==> config.mk <==
export PLATFORM = sky130hd
export DESIGN_NAME = rf_bank
export DESIGN_NICKNAME = d
export VERILOG_FILES = /design/src/rtl/rf_pkg.sv /design/src/rtl/rf_scoreboard.sv /design/src/rtl/rf_bank.sv
export SDC_FILE = /design/constraint.sdc
export NUM_CORES = 2
export LEC_CHECK = 0
export CORE_MARGIN = 3
export CORE_UTILIZATION = 50
export CTS_BUF_LIST = sky130_fd_sc_hd__clkbuf_4 sky130_fd_sc_hd__clkbuf_8
export DETAILED_ROUTE_END_ITERATION = 6
export PLACE_DENSITY_LB_ADDON = 0.08
export SLEW_MARGIN = 10
export SYNTH_ARGS = -nofsm -noshare
export SYNTH_HDL_FRONTEND = slang
export SYNTH_SLANG_ARGS = --single-unit
==> constraint.sdc <==
create_clock -name clock -period 2.6 [get_ports clock]
set_clock_uncertainty 0.05 [all_clocks]
set_input_delay 0.39 -clock clock [delete_from_list [all_inputs] [get_ports clock]]
set_output_delay 0.39 -clock clock [all_outputs]
set_load 0.01 [all_outputs]
==> src/rtl/rf_pkg.sv <==
// Shared types and helpers for the integer register file.
// Write-port hit detection is shared by the write array and bypass muxes.
package rf_pkg;

    localparam int XLEN    = 64;
    localparam int NREG    = 32;
    localparam int REG_AW  = $clog2(NREG);
    localparam int MAX_NWR = 2;
    localparam int MAX_AW  = 16;
    localparam int WR_IW   = 1;

    typedef logic [REG_AW-1:0] reg_addr_t;
    typedef logic [XLEN-1:0]   xlen_t;

    typedef struct packed {
        logic             hit;
        logic [WR_IW-1:0] idx;
    } wr_hit_t;

    // Highest-numbered enabled port matching addr wins.
    function automatic wr_hit_t sel_wr_hit(
        input logic [MAX_AW-1:0]         addr,
        input logic [MAX_NWR-1:0]        wen,
        input logic [MAX_NWR*MAX_AW-1:0] waddr
    );
        wr_hit_t r;
        r = '0;
        for (int j = 0; j < MAX_NWR; j++) begin
            if (wen[j] && (waddr[j*MAX_AW +: MAX_AW] == addr)) begin
                r.hit = 1'b1;
                r.idx = WR_IW'(j);
            end
        end
        return r;
    endfunction

endpackage

==> src/rtl/rf_scoreboard.sv <==
// Per-register busy bits: set at issue, cleared at writeback, flushed in bulk.
// Lookups report the pre-edge state, optionally cleared by a same-cycle write.
module rf_scoreboard #(
    parameter  int NREG    = 32,
    parameter  int NWR     = 1,
    parameter  int NRD     = 2,
    parameter  int BYPASS  = 1,
    parameter  int ZERO_R0 = 1,
    localparam int AW      = $clog2(NREG)
) (
    input  logic              clock,
    input  logic              reset,
    input  logic [NWR-1:0]    wen,
    input  logic [NWR*AW-1:0] waddr,
    input  logic              iss_valid,
    input  logic [AW-1:0]     iss_rd,
    input  logic              flush,
    input  logic [NRD*AW-1:0] rs_addr,
    output logic [NRD-1:0]    rs_busy
);
    import rf_pkg::*;

    logic [NREG-1:0] busy;
    logic [NREG-1:0] busy_nx;

    // Priority, lowest to highest: clear, set, flush, r0 hold.
    always_comb begin
        busy_nx = busy;
        for (int j = 0; j < NWR; j++) begin
            if (wen[j]) begin
                busy_nx[waddr[j*AW +: AW]] = 1'b0;
            end
        end
        if (iss_valid) begin
            busy_nx[iss_rd] = 1'b1;
        end
        if (flush) begin
            busy_nx = '0;
        end
        if (ZERO_R0 != 0) begin
            busy_nx[0] = 1'b0;
        end
    end

    always_ff @(posedge clock or negedge reset) begin
        if (!reset) begin
            busy <= '0;
        end else begin
            busy <= busy_nx;
        end
    end

    always_comb begin
        logic [AW-1:0] ra;
        logic          wr;
        logic          b;
        rs_busy = '0;
        for (int i = 0; i < NRD; i++) begin
            ra = rs_addr[i*AW +: AW];
            b  = busy[ra];
            wr = 1'b0;
            for (int j = 0; j < NWR; j++) begin
                if (wen[j] && (waddr[j*AW +: AW] == ra)) begin
                    wr = 1'b1;
                end
            end
            if ((BYPASS != 0) && wr && !(iss_valid && (iss_rd == ra))) begin
                b = 1'b0;
            end
            rs_busy[i] = b;
        end
    end

endmodule

==> src/rtl/rf_bank.sv <==
// Multi-port integer register file with write bypass and busy scoreboard.
// dbg_data exposes the raw registered array for difftest.
module rf_bank #(
    parameter  int XLEN    = rf_pkg::XLEN,
    parameter  int NREG    = rf_pkg::NREG,
    parameter  int NRD     = 2,
    parameter  int NWR     = 1,
    parameter  int BYPASS  = 1,
    parameter  int ZERO_R0 = 1,
    localparam int AW      = $clog2(NREG)
) (
    input  logic                clock,
    input  logic                reset,
    input  logic [NRD*AW-1:0]   rs_addr,
    output logic [NRD*XLEN-1:0] rs_data,
    output logic [NRD-1:0]      rs_busy,
    input  logic [NWR-1:0]      wen,
    input  logic [NWR*AW-1:0]   waddr,
    input  logic [NWR*XLEN-1:0] wdata,
    input  logic                iss_valid,
    input  logic [AW-1:0]       iss_rd,
    input  logic                flush,
    input  logic [AW-1:0]       dbg_addr,
    output logic [XLEN-1:0]     dbg_data
);
    import rf_pkg::*;

    logic [XLEN-1:0]           rf [NREG];
    logic [NWR-1:0]            wen_q;
    logic [MAX_NWR-1:0]        wen_x;
    logic [MAX_NWR*MAX_AW-1:0] wa_x;
    wr_hit_t                   whit [NREG];

    // Writes are ignored while reset is held, including for bypass.
    assign wen_q = wen & {NWR{reset}};

    always_comb begin
        wen_x = '0;
        wa_x  = '0;
        for (int j = 0; j < NWR; j++) begin
            wen_x[j]                   = wen_q[j];
            wa_x[j*MAX_AW +: MAX_AW]   = MAX_AW'(waddr[j*AW +: AW]);
        end
    end

    always_comb begin
        for (int r = 0; r < NREG; r++) begin
            whit[r] = sel_wr_hit(MAX_AW'(r), wen_x, wa_x);
        end
    end

    always_ff @(posedge clock or negedge reset) begin
        if (!reset) begin
            for (int r = 0; r < NREG; r++) begin
                rf[r] <= '0;
            end
        end else begin
            for (int r = 0; r < NREG; r++) begin
                if (whit[r].hit && !((ZERO_R0 != 0) && (r == 0))) begin
                    rf[r] <= wdata[int'(whit[r].idx)*XLEN +: XLEN];
                end
            end
        end
    end

    always_comb begin
        logic [AW-1:0]   ra;
        wr_hit_t         h;
        logic [XLEN-1:0] d;
        rs_data = '0;
        for (int i = 0; i < NRD; i++) begin
            ra = rs_addr[i*AW +: AW];
            h  = sel_wr_hit(MAX_AW'(ra), wen_x, wa_x);
            d  = rf[ra];
            if ((BYPASS != 0) && h.hit) begin
                d = wdata[int'(h.idx)*XLEN +: XLEN];
            end
            if ((ZERO_R0 != 0) && (ra == '0)) begin
                d = '0;
            end
            rs_data[i*XLEN +: XLEN] = d;
        end
    end

    assign dbg_data = rf[dbg_addr];

    rf_scoreboard #(
        .NREG    (NREG),
        .NWR     (NWR),
        .NRD     (NRD),
        .BYPASS  (BYPASS),
        .ZERO_R0 (ZERO_R0)
    ) u_sb (
        .clock     (clock),
        .reset     (reset),
        .wen       (wen_q),
        .waddr     (waddr),
        .iss_valid (iss_valid),
        .iss_rd    (iss_rd),
        .flush     (flush),
        .rs_addr   (rs_addr),
        .rs_busy   (rs_busy)
    );

endmodule
# == Yosys cells after proc, flatten, opt, wreduce, memory -nomap -nowiden ==
# Index checks and enable logic that the tools add are counted.
# totals
out_inout_bits,194
inputBits,94
elab_cells,220
reg_bits,2015
# classes
n_lt_le_gt_ge,9
n_mux,61
bitwise_logic,7
n_eq_ne,35
shifts,33
reduce_logical,43
# op_table
cell,count
64-bit by 8-bit indexed part select with 64-bit output,33
64-bit binary-select mux with 5-bit select,3
64-bit two-way mux,10
32-bit two-way mux,3
"5-bit == test, second input constant",16
2-bit two-way mux,33
"5-bit by 4-bit == test with 1-bit output, second input constant",8
1-bit logical AND,39
32-bit bitwise AND,1
32-bit NOT,1
32-bit bitwise OR,1
"5-bit by 6-bit < comparator with 1-bit output, second input constant",4
"5-bit by 3-bit == test with 1-bit output, second input constant",4
5-bit == test,4
"6-bit greater-or-equal comparator, second input constant",3
5-bit NOT with 6-bit output,3
1-bit binary-select mux with 5-bit select,2
1-bit demux with 5-bit select,2
"5-bit by 2-bit == test with 1-bit output, second input constant",2
"5-bit by 1-bit greater-or-equal comparator with 1-bit output, second input constant",2
5-bit logical NOT,2
1-bit two-way mux,8
"5-bit by 1-bit == test with 1-bit output, second input constant",1
1-bit logical NOT,2
1-bit bitwise AND,1

# == Longest topological paths before layout ==
# logic_depth
word_depth,10
depth_mapped,10
ltp_nobuf,5

# == By module ==
# Synthesis repeated with hierarchy kept, for this count alone.
# hier_totals
cells_unflattened,8823
hier_area_um2,125613.0
# by_module_without_submodules
module,n_inst,area_each_um2,seq_area_each_um2,cells_per_inst
rf_bank,1,123345.8,49647.6,8572
rf_scoreboard,1,2267.2,775.7,251

# == Worst setup path before layout ==
# Ideal clock, no wire load.
# synth_timing
path_type,input to output
from,in dbg_addr[0]
to,out dbg_data[10]
setup_slack_ns,-0.194
arrival_time_ns,2.354
path_buffers,2
path_stages,5
t_required_ns,2.160
path_cell_list,buf_4 > buf_1 > mux4_2 > mux4_2 > mux2_2
# synth_via
elab_chain_cells,4
# synth_rtl
item,line,source
"start, declared",rf_bank.sv:23,"input logic [AW-1:0] dbg_addr,"
5-bit NOT with 6-bit output (implied by the code),rf_bank.sv:85,assign dbg_data = rf[dbg_addr];
64-bit binary-select mux with 5-bit select,rf_bank.sv:85,
64-bit two-way mux (implied by the code) (2 in series),rf_bank.sv:85,
"end, declared",rf_bank.sv:24,output logic [XLEN-1:0] dbg_data
# No other way between the ends. The select of a mux whose other input is x is not followed.

# == Final worst setup path ==
# layout_timing
from,reg rf[1090] (netlist bit)
to,out rs_data[2]
# layout_via
elab_chain_cells,5
# layout_rtl
item,line,source
"start, declared",rf_bank.sv:28,logic [XLEN-1:0] rf [NREG];
"start signal, assigned by index",rf_bank.sv:60,rf[r] <= wdata[int'(whit[r].idx)*XLEN +: XLEN];
64-bit binary-select mux with 5-bit select,rf_bank.sv:74,d = rf[ra];
64-bit two-way mux (implied by the code) (2 in series),rf_bank.sv:74,
64-bit two-way mux,rf_bank.sv:75,if ((BYPASS != 0) && h.hit) begin
64-bit two-way mux,rf_bank.sv:78,if ((ZERO_R0 != 0) && (ra == '0)) begin
"end, declared",rf_bank.sv:15,"output logic [NRD*XLEN-1:0] rs_data,"
# No other way between the ends. The select of a mux whose other input is x is not followed.

==> flow_summary.toml <==
[status]
status = "finished with violations"
violations = "DRC, setup timing"

[power_and_ir_drop]
p_leak_nw = 73.5
max-vdd-ir-drop_mv = 0.504
power_density_nw_per_um2 = 610

[clock_tree]
clock_latency_ps = 1100
tritoncts = "built"
clock-sinks = 2015
cts-root-buf = "clkbuf_8"
clock_tree.buffer_depth = 4
path_clk_slew_ps = 70
cts_htree_levels = 5
cts_made_buffers = 384

[setup_path]
critPathMaxFanout = 2
crit_path_start_kind = "flip-flop"
crit_chain = "mux4_2, a22oi_1, nand2_1, a2111oi_4, nor2_1, buf_2"
max_stage_delay_ps = 850
slowest_stage = "a2111oi_4"
endpoint_kind = "output pin"
timing_worst_setup_path_type = "reg -> out"
worstPathArrival_ps = 3420
worst_ep_required_time_ps = 2160

[synthesis]
synth_cell_types = 42
synth_nets = 9033
ys_warn_count = 64
ys_ff_latch = 2015
synth_ff_type = "dfrtp_1"
yosysSeqAreaShare = 0.403
syn-instance-count = 8939
synthArstFlopShare = 1.00
avgSynthCellArea_um2 = 14.0
syn_area_um2 = 125000
synth_edf_count = 0

[timing]
setup_viol = 194
setup_ws_ps = -1260
fin_crit_ps = 3860
maxSlewViolCount = 0
period_share = 1.48
hold_viol = 0
rsz0062_at_grt = "true"
max-slew-margin-rel = 0.177
tightest_slew_ps = 1230
fmax_ghz = 0.259

[floorplanning]
dieArea_um2 = 256000
fp.dieW_um = 506
boundaryPins = 288
dieHeight_um = 506
core_area_um2 = 247000
rows = 182
start_util = 0.505

[global_routing]
antenna_found_initial = 13
groute.usage.overall = 0.404
grt_max_degree = 184
grt.overflow.total = 0
grt_pass1_wl_um = 754000
grt_pass1_vias = 104000

[routing]
wl_per_cell_um = 36.2
first_iter_violations = 12400
ant_nets = 0
drcViolationCount = 1
dr.pass1.iters = 7
vias_per_cell = 6.98
num_vias = 101000
wirelength_um = 526000

[final_layout]
fin_nets = 11000
area_growth_pct = 30.9
fillCellCount = 18100
drive_gt1_frac = 0.657
postLayoutCoreUtil = 0.661
stdcell_area_um2 = 164000
regArea_um2 = 50400
multi_input_area_um2 = 73800

[job]
maxCapViolCount = 0

[place]
numPortBuffers = 287
place_area_um2 = 151000
place_congestion = 0.942
dp_hpwl_um = 356000

[worst_hold_path]
hold_class = "in -> reg"
==> final timing paths <==
kind	cells after the start	endpoint	slack, ps	from
max	6	rs_data[2]	-1260	rf[1090]
min	3	rf[203]	80	wdata[11]
max reg2reg	4	rf[292]	1430	rf[292]
min reg2reg	1	rf[469]	500	rf[469]
max in group asynchronous	5	u_sb.busy[3]	350	reset
min in group asynchronous	4	rf[1754]	260	reset
==> synthesized netlist by cell type (2+ instances only) <==
master / instances / area [um^2]
a21oi_1: 80 / 400
and2_1: 4 / 25.0
mux2_2: 2404 / 27100
or3_1: 2 / 12.5
o21ai_0: 263 / 1320
xnor2_1: 6 / 52.6
a2111oi_0: 66 / 578
nor2_1: 91 / 342
clkbuf_1: 614 / 2300
nor4_1: 67 / 419
nand3_1: 3 / 15.0
nor3b_1: 4 / 30.0
and3b_1: 2 / 17.5
nand2b_1: 13 / 81.3
a221oi_1: 127 / 1110
buf_1: 75 / 282
a22oi_1: 208 / 1560
a31oi_1: 131 / 820
nor3_1: 139 / 696
nand2_1: 169 / 634
a211oi_1: 63 / 473
mux2i_1: 262 / 2620
xor2_1: 14 / 123
o22ai_1: 63 / 394
buf_2: 347 / 1740
a22o_1: 192 / 1680
mux2_1: 27 / 304
dfrtp_1: 2015 / 50400
buf_4: 19 / 143
buf_6: 5 / 56.3
and3_1: 3 / 18.8
or2_2: 5 / 31.3
mux4_2: 1234 / 27800
nor2_2: 12 / 75.1
nor2b_1: 202 / 1260
inv_1: 2 / 7.51
==> power by group <==
part	total, mW	internal, mW	switching, mW
Combinational	27.5	15.8	11.7
Clock	33.2	18.6	14.6
Sequential	39.1	35.5	3.62
Total	99.8	69.9	29.9
==> flip-flops by register name, summed over array words and instances (netlist names) <==
signal,cells
rf,1984
u_sb.busy,31
==> timing repair <==
item | in CTS | in global routing
buffers inserted | 149 | 51
gates cloned | 0 | 0
setup endpoints to repair | 194 | 194
gates resized for setup | 1604 | 266
hold buffers | 4 | 0
pin swaps | 415 | 128
endpoints found under the hold margin | 363 | 0
==> layer usage <==
layer | global-route usage | vias up | part of all wire
li1 | - | 39500 | -
met1 | 0.533 | 53500 | 0.38
met2 | 0.611 | 6423 | 0.45
met3 | 0.100 | 1848 | 0.10
met4 | 0.232 | 10 | 0.069
met5 | 0 | - | 0.00012
==> cell type report <==
type | instances | area share
Tap cell | 3312 | 0.0253
Clock inverter | 50 | 0.00221
Timing Repair Buffer | 2660 | 0.167
Antenna cell | 12 | 0.000184
Inverter | 2 | 0.0000459
Clock buffer | 602 | 0.0461
Multi-Input combinational cell | 5862 | 0.451
Sequential cell | 2015 | 0.308
==> cells in the final DEF (no fill, tap or decap), types with 60 or more instances in the layout <==
cell,count
mux4_2,1234
buf_2,87
clkdlybuf4s50_1,76
buf_12,474
nor3_1,125
clkbuf_4,119
a22oi_2,98
nor2b_1,164
clkbuf_8,485
a21oi_1,79
buf_6,342
o21ai_0,196
nor2_1,66
a2111oi_4,60
a31oi_1,81
buf_4,1661
a22o_1,192
o22ai_1,62
dfrtp_1,2014
a22oi_1,110
nand2_1,109
mux2_2,2336
mux2i_1,262
a211oi_1,63
a221oi_1,103
mux2_4,68
==> cell families after synthesis <==
family                 synth area share
multiplexers                      0.462
flip-flops                        0.403
AO/OA/AOI/OAI                    0.0669
buffers and inverters            0.0362
AND/OR/NAND/NOR                  0.0295
XOR/XNOR                        0.00140
==> worst max-delay path, delay by kind of cell, from the launching register on <==
family	cells	cell delay (ps)
multiplexers	1	460
buffers and inverters	1	190
flip-flops	1	400
AND/OR/NAND/NOR	2	240
AO/OA/AOI/OAI	2	1040
==> stage by stage <==
stage                     hold WS, ps  worst slack (ps)  power (mW)  instances  setup TNS, ps
final                            84.9             -1260        99.8      14500        -153640
after global routing             78.8             -1280         103      14500        -167740
after global placement            454             -2040        63.8      13700        -632450
after CTS                       0.806             -1130        99.0      14500        -163960
after detailed placement          459             -1890        64.6      13700        -668400
after floorplan                  44.4             -69.0        52.7       8939          -4040
(Power assumes the default switching activity.)
